### src/rtl/switch_conditioner.sv
// switch_conditioner: synchronise, debounce and edge-detect raw board switch inputs
module switch_conditioner #(
    parameter int unsigned                 NumInputs      = 4,
    parameter int unsigned                 SyncStages     = 2,
    parameter int unsigned                 DebounceCycles = 200000,
    parameter logic [NumInputs-1:0]        ResetValue     = '0
) (
    input  logic                 soc_clk,
    input  logic                 rst_n,
    input  logic [NumInputs-1:0] raw_i,
    output logic [NumInputs-1:0] clean_o,
    output logic [NumInputs-1:0] rise_o,
    output logic [NumInputs-1:0] fall_o,
    output logic                 stable_o
);

    localparam int unsigned     CntW   = $clog2(DebounceCycles + 1);
    localparam logic [CntW-1:0] CntMax = CntW'(DebounceCycles - 1);
    localparam logic [CntW-1:0] CntOne = CntW'(1);

    logic [SyncStages-1:0][NumInputs-1:0] sync_q, sync_d;
    logic [NumInputs-1:0][CntW-1:0]       cnt_q, cnt_d;
    logic [NumInputs-1:0]                 clean_q, clean_d;
    logic [NumInputs-1:0]                 rise_q, rise_d;
    logic [NumInputs-1:0]                 fall_q, fall_d;
    logic                                 stable_q, stable_d;
    logic [NumInputs-1:0]                 sync, diff, acc;

    assign sync = sync_q[SyncStages-1];
    assign diff = sync ^ clean_q;

    // Shift raw levels through the synchroniser; accept a level once it has disagreed long enough
    always_comb begin
        sync_d  = {sync_q[SyncStages-2:0], raw_i};
        acc     = '0;
        cnt_d   = '0;
        for (int i = 0; i < NumInputs; i++) begin
            acc[i]   = diff[i] && (cnt_q[i] == CntMax);
            cnt_d[i] = (diff[i] && !acc[i]) ? cnt_q[i] + CntOne : '0;
        end
        clean_d  = clean_q ^ acc;
        rise_d   = acc & sync;
        fall_d   = acc & ~sync;
        stable_d = (cnt_d == '0);
    end

    // State registers; reset is asynchronous, release arrives already synchronised
    always_ff @(posedge soc_clk or negedge rst_n) begin
        if (!rst_n) begin
            sync_q   <= {SyncStages{ResetValue}};
            cnt_q    <= '0;
            clean_q  <= ResetValue;
            rise_q   <= '0;
            fall_q   <= '0;
            stable_q <= 1'b1;
        end else begin
            sync_q   <= sync_d;
            cnt_q    <= cnt_d;
            clean_q  <= clean_d;
            rise_q   <= rise_d;
            fall_q   <= fall_d;
            stable_q <= stable_d;
        end
    end

    assign clean_o  = clean_q;
    assign rise_o   = rise_q;
    assign fall_o   = fall_q;
    assign stable_o = stable_q;

endmodule

### config.mk
export PLATFORM = sky130hd
export DESIGN_NAME = switch_conditioner
export DESIGN_NICKNAME = d
export VERILOG_FILES = /design/src/rtl/switch_conditioner.sv
export SDC_FILE = /design/constraint.sdc
export NUM_CORES = 1
export LEC_CHECK = 0
export ABC_AREA = 1
export CAP_MARGIN = 20
export CORE_ASPECT_RATIO = 0.5
export CORE_MARGIN = 5
export CORE_UTILIZATION = 45
export CTS_CLUSTER_DIAMETER = 80
export DETAILED_ROUTE_END_ITERATION = 7
export GPL_ROUTABILITY_DRIVEN = 1
export PLACE_DENSITY_LB_ADDON = 0.2
export SLEW_MARGIN = 20
export SYNTH_ARGS = -nofsm -noshare
export SYNTH_HDL_FRONTEND = slang
export SYNTH_SLANG_ARGS = --single-unit
### constraint.sdc
create_clock -name soc_clk -period 4.8 [get_ports soc_clk]
set_input_delay 0.48 -clock soc_clk [delete_from_list [all_inputs] [get_ports soc_clk]]
set_output_delay 0.48 -clock soc_clk [all_outputs]
set_load 0.02 [all_outputs]
==> flow_summary_export.csv, run 1 <==
group,metric,value,unit
logic_synthesis,netlist_area,5430,sq um
floorplan,dieArea,14500,sq um
power_and_ir_drop,leakage,3.00,nW
final_layout,syn2layout_area_growth,11.9,%
logic_synthesis,synth_enable_flop_cells,0,
logic_synthesis,netlist-cell-type-count,34,
status,status,"finished clean",
drt,drcViolationCount,0,
setup_path,slowest_stage,"dfrtp_1",
setup_path,path_cells,"ha_1 -> nand3_1 -> nor2_4 -> nand3_2 -> nand2_2 -> inv_2 -> nand2_1 -> nand2_1 -> nor2_1 -> nand2_1 -> nor2_1 -> nand3_1 -> nor2_1",
final_layout,nFillCells,1160,
global_routing,grt_first_pass_wirelength,20600,um
setup_path,start_kind,"register",
setup_path,r2r_slack,2.52,ns
logic_synthesis,synth-main-ff-cell,"dfrtp_1",
power_and_ir_drop,clockPowerShare,46.1,%
global_routing,antenna_found_initial,0,
logic_synthesis,yosysWarnings,0,
sta,tns,0,ns
final_layout,fin_nets,785,
placement,gp_congestion,0.928,
setup_path,end_kind,"register",
setup_path,cp_top_family,"simple AND/OR/NAND/NOR gates",
floorplan,initial_core_util,46.0,%
power_and_ir_drop,p_comb_share,4.5,%
power_and_ir_drop,vdd_ir_drop_max,172,uV
sta,maxSlewHeadroom,53.7,%
placement,dpl.hpwl,8680,um
placement,place_ws,2.54,ns
clock_network,ctsResizeCount,0,
power_and_ir_drop,p_sw_share,22.0,%
floorplan,coreArea,11800,sq um
clock_network,clock_latency,0.34,ns
floorplan,die_w,165,um
setup_path,slowest_delay,0.41,ns
job,cap_violations,0,
power_and_ir_drop,total_power,1.63,mW
floorplan,ios,19,
sta,slew_viol_final,0,
logic_synthesis,syn-num-nets,761,
placement,dpl_cell_area,5770,sq um
logic_synthesis,yosysSeqAreaShare,42.9,%
drt,vias,4558,
final_layout,final_area,6080,sq um
global_routing,grt_max_degree,56,
clock_network,cts_tree,"done",
logic_synthesis,syn_inst,751,
placement,portBuffers,18,
clock_network,cts_root_buffer,"clkbuf_16",
floorplan,die_h,87.7,um
drt,ant_nets,0,
drt,first_iter_violations,278,
sta,final.setup.worst_slack,2.52,ns
setup_path,worstPathMaxFanout,20,
sta,finalCritPeriodShare,47.5,%
sta,fmax,438,MHz
logic_synthesis,synth_most_common_cell,"nand2_1",
logic_synthesis,synth_seq_cells,93,
logic_synthesis,synth_area_leaders,"dfrtp_1, nand2_1, nor2_1, inv_1, nand3_1",
logic_synthesis,synth_area_per_cell,7.23,sq um
drt,dr.pass1.iters,4,
logic_synthesis,yosysTopAreaCell,"dfrtp_1",
logic_synthesis,synth_top_area_share,42.4,%
sta,period_needed,2.28,ns
hold_path,hold_path.class,"in -> async",
power_and_ir_drop,switchingPower,0.360,mW
clock_network,hold_buffers,0,
power_and_ir_drop,power.density,269,nW/um^2
clock_network,cts_sinks,93,
final_layout,fin_util,51.5,%
setup_path,critPathKind,"reg -> reg",
clock_network,cts_buffers,9,
power_and_ir_drop,internal_power,1.27,mW
drt,drt_wl_total,11500,um
sta,hold_viol_final,0,
clock_network,post_cts_buffers,0,
setup_path,required,5.07,ns
final_layout,drive_above_1_share,8.86,%
logic_synthesis,synth_common_cells,"nand2_1, nor2_1, inv_1",
sta,setup_viol,0,
setup_path,cp.arrival,2.55,ns
logic_synthesis,async_reset_ff_share,100,%
power_and_ir_drop,seq_power_share,49.4,%
setup_path,path_buf_inv,1,
clock_network,clockBufferDepth,2,
drt,viasPerCell,4.83,
sta,worst_slew_pin_slew,0.695,ns
global_routing,track_usage,17.7,%
clock_network,htree_levels,3,
floorplan,rows,28,
sta,rsz0062_at_grt,"no",
drt,wl_per_cell,12.2,um
clock_network,path_clk_slew,0.07,ns
global_routing,overflow,0,
global_routing,grt_pass1_vias,4341,
final_layout,antennaDiodeCount,0,
sta,finClkSkew,0.0112,ns
-- metal layers --
metal	up-vias	GRT usage [%]	share of wire (%)
li1	2411	-	-
met1	2078	25.4	53
met2	60	27.3	43
met3	9	4.23	3.1
met4	0	4.49	0.85
met5	-	0	0
-- cell usage in the layout (no fill, tap or decap), drive strengths merged, types with 2 or more instances in the layout --
master         count
nand2            197
bufinv             2
nand3             66
clkbuf            10
xor2              13
xnor2              6
clkinv             3
dfrtp             92
inv              112
nand4             27
clkdlybuf4s50     17
clkinvlp           2
nand3b             4
ha                 4
o21bai             6
nor2             161
a21oi             20
nor4               2
buf                2
nor3              18
o21ai             11
-- worst reg2reg max path, cell delays in order (launching register included) --
cell	delay (ns)
dfrtp_1	0.41
ha_1	0.22
nand3_1	0.16
nor2_4	0.17
nand3_2	0.12
nand2_2	0.33
inv_2	0.12
nand2_1	0.09
nand2_1	0.05
nor2_1	0.09
nand2_1	0.06
nor2_1	0.17
nand3_1	0.11
nor2_1	0.12
-- cell type report --
cell class | count | area (sq um) | area share [%]
multi-input cells | 538 | 2620 | 43.1
flip-flops and latches | 93 | 2330 | 38.3
inverters | 114 | 428 | 7.04
clock buffers | 10 | 229 | 3.77
well taps | 165 | 206 | 3.40
repair buffers | 19 | 185 | 3.05
clock inverters | 5 | 83.8 | 1.38
-- kinds of logic (layout without fill, tap and decap cells) --
group / after synthesis / count (layout) / share of synthesized area [%]
buffers and inverters: 120 / 148 / 8.91
xor gates and xnor gates: 19 / 19 / 3.34
DFF: 93 / 93 / 42.9
AOI/OAI and AO/OA: 40 / 40 / 4.24
and+or+nand+nor: 475 / 475 / 39.7
adders and majority gates: 4 / 4 / 0.921
-- stage by stage --
stage | std cells | hold slack (ns)
6_report | 944 | 0.110
5_1_grt | 944 | 0.146
4_1_cts | 944 | 0.130
3_5_place_dp | 929 | 0.336
3_3_place_gp | 929 | 0.334
2_1_floorplan | 751 | 0.184
-- power groups by stage --
stage	registers [mW]	clock network, mW	logic [mW]
floorplan	0.820	0	0.0448
global placement	0.821	0	0.0750
detailed placement	0.822	0	0.0758
CTS	0.807	0.777	0.0764
global route	0.809	0.815	0.0864
finish	0.807	0.752	0.0739
-- registers in the layout (all words and copies together), names as in the netlist, named ones only --
signal    count
cnt_q        72
fall_o        4
rise_o        4
stable_o      1
sync          4
sync_d        4
-- final timing paths --
kind	startpoint	to	depth (start not counted)
setup / recovery	cnt_q[0]	stable_o	13
hold / removal	rst_n	cnt_q[12]	1
setup reg to reg	cnt_q[0]	stable_o	13
hold reg to reg	sync_d[7]	sync[3]	0
max in group asynchronous	rst_n	cnt_q[57]	2
min in group soc_clk	sync_d[7]	sync[3]	0
Power figures use the tool's default switching activity.
==> run 2: changes to the inputs <==
clock period = 1.9 ns   (was 4.8 ns; I/O delays follow)
==> run 2 against run 1 <==
  * Global-route usage increased by 0.58 points
  * Via count rose by 8.4%
  * Sequential share of layout area shrank 3.8 points
  * Maximum frequency grew 23%
  * Flip-flop and latch count did not move
  * Largest cell class unchanged
==> flow_summary_export.csv, run 2 (synthesis results as in run 1) <==
group,metric,value,unit
status,status,"finished clean",
clock_network,cts_buffers,9,
sta,hold_viol_final,0,
drt,viasPerCell,4.88,
final_layout,final_common_cell,"nand2_1",
final_layout,largest_register,"cnt_q",
sta,rsz0062_at_grt,"yes",
clock_network,path_clk_slew,0.07,ns
global_routing,grt_first_pass_wirelength,21200,um
placement,dpl_cell_area,6150,sq um
setup_path,path_cells,"ha_2 -> nand2_2 -> nor3_2 -> nand3_2 -> buf_4 -> nand3b_1 -> nand2_2 -> nor2_1 -> nand2_1 -> nor2_1 -> nand3_1 -> nor2_1",
floorplan,initial_core_util,46.0,%
clock_network,cts_sinks,93,
final_layout,fin_nets,852,
drt,met2WireLength,5810,um
sta,maxSlewHeadroom,71.4,%
global_routing,track_usage,18.3,%
setup_path,crit_top_cell,"nor2_1",
placement,dpl.hpwl,9650,um
floorplan,die_h,87.7,um
sta,finClkSkew,0.00531,ns
sta,finalCritPeriodShare,97.8,%
global_routing,overflow,0,
final_layout,syn2layout_area_growth,24.2,%
drt,met3_length,443,um
drt,drt_wl_total,12500,um
sta,final.setup.worst_slack,0.0414,ns
clock_network,cts_tree,"done",
setup_path,end_kind,"register",
final_layout,antennaDiodeCount,0,
floorplan,rows,28,
sta,period_needed,1.86,ns
floorplan,dieArea,14500,sq um
setup_path,start_kind,"register",
clock_network,htree_levels,3,
final_layout,final_cell_mix,"nand2_1, nor2_1, inv_1, dfrtp_1, buf_4",
clock_network,clock_latency,0.34,ns
drt,highest_layer,"met4",
power_and_ir_drop,power.density,615,nW/um^2
hold_path,hold_path.class,"in -> reg",
power_and_ir_drop,leakage,3.35,nW
placement,gp_congestion,0.925,
drt,drcViolationCount,0,
setup_path,cp.arrival,2.14,ns
drt,ant_nets,0,
final_layout,drive_above_1_share,18.7,%
drt,first_iter_violations,232,
drt,vias,4939,
final_layout,final_area,6750,sq um
floorplan,coreArea,11800,sq um
setup_path,slowest_stage,"dfrtp_1",
power_and_ir_drop,vdd_ir_drop_max,412,uV
setup_path,critPathKind,"reg -> reg",
placement,portBuffers,18,
global_routing,grt_pass1_vias,4604,
clock_network,clockBufferDepth,2,
floorplan,ios,19,
drt,wl_met1,6170,um
global_routing,grt_max_degree,41,
sta,fmax,538,MHz
drt,dr.pass1.iters,5,
setup_path,worstPathMaxFanout,4,
job,cap_violations,0,
sta,hold_slack,0.280,ns
floorplan,die_w,165,um
drt,wl_per_cell,12.4,um
setup_path,slowest_delay,0.37,ns
global_routing,antenna_found_initial,0,
sta,worst_slew_pin_slew,0.429,ns
final_layout,largest_register_ffs,72,
sta,slew_viol_final,0,
clock_network,cts_root_buffer,"clkbuf_16",
sta,setup_viol,0,
setup_path,required,2.18,ns
placement,place_ws,-0.0716,ns
run 2: changes by cell type in the layout (fill, tap and decap cells not counted), moves of 2 or more:
cell	previous run	this run
nor2_2	10	12
buf_4	2	65
clkinv_4	0	2
nor2_1	142	135
nand3_1	60	56
nand2_1	186	181
nand3_2	5	10
ha_4	0	3
ha_1	4	0
nor2_4	9	14
buf_12	0	2
clkinvlp_4	2	0
nand2_2	8	12
run 2: report_power, final:
part / switching, mW / internal [mW] / total [mW]
logic: 0.152 / 0.111 / 0.262
registers: 0.0308 / 2.01 / 2.04
clock network: 0.804 / 1.04 / 1.84
run 2: metrics by stage:
step	total power [mW]	util (%)	cells	TNS, ns
3_5_place_dp	2.30	52.1	978	-0.0716
3_3_place_gp	2.30	52.1	978	-0.0333
6_report	4.15	57.2	1012	0
5_1_grt	4.34	57.2	1012	-0.145
4_1_cts	4.17	55.0	997	0
2_1_floorplan	2.19	-	751	0
run 2: cell type report:
type,count,area (sq um)
fill,1123,5060
clock buffer,9,225
multi-input combinational,539,2770
sequential,93,2330
tap,165,206
timing repair buffer,85,708
inverter,114,428
clock inverter,7,81.3
run 2: routing by layer:
metal | up-vias | track usage (%)
met2 | 82 | 30.0
met3 | 12 | 3.95
met5 | - | 0
li1 | 2556 | -
met4 | 0 | 4.04
met1 | 2289 | 25.2
run 2: what timing repair did:
action | 4_1_cts | 5_1_grt
buffers inserted | 2 | 14
gates resized for setup | 4 | 28
setup endpoints to repair | 1 | 1
hold buffers | 1 | 0
endpoints found under the hold margin | 26 | 0
cloned | 0 | 1
pin swaps | 2 | 21
run 2: path summary, 6_finish.rpt:
path	start	to	slack, ns	cells after the start
worst min-delay path	raw_i[3]	sync_d[7]	0.28	1
worst min register to register	sync_d[6]	sync[2]	0.35	0
worst max register to register	cnt_q[55]	stable_o	0.04	12
max in group asynchronous	rst_n	stable_o	1.00	3
worst max-delay path	cnt_q[55]	stable_o	0.04	12
min in group asynchronous	rst_n	cnt_q[8]	0.31	2
run 2: critical path: cells and delay by family (launching register included):
family | cells | cell delay (ns)
adder cells (fa/ha/maj) | 1 | 0.20
buffers and inverters | 1 | 0.17
flip-flops | 1 | 0.37
AND/OR/NAND/NOR | 10 | 1.06
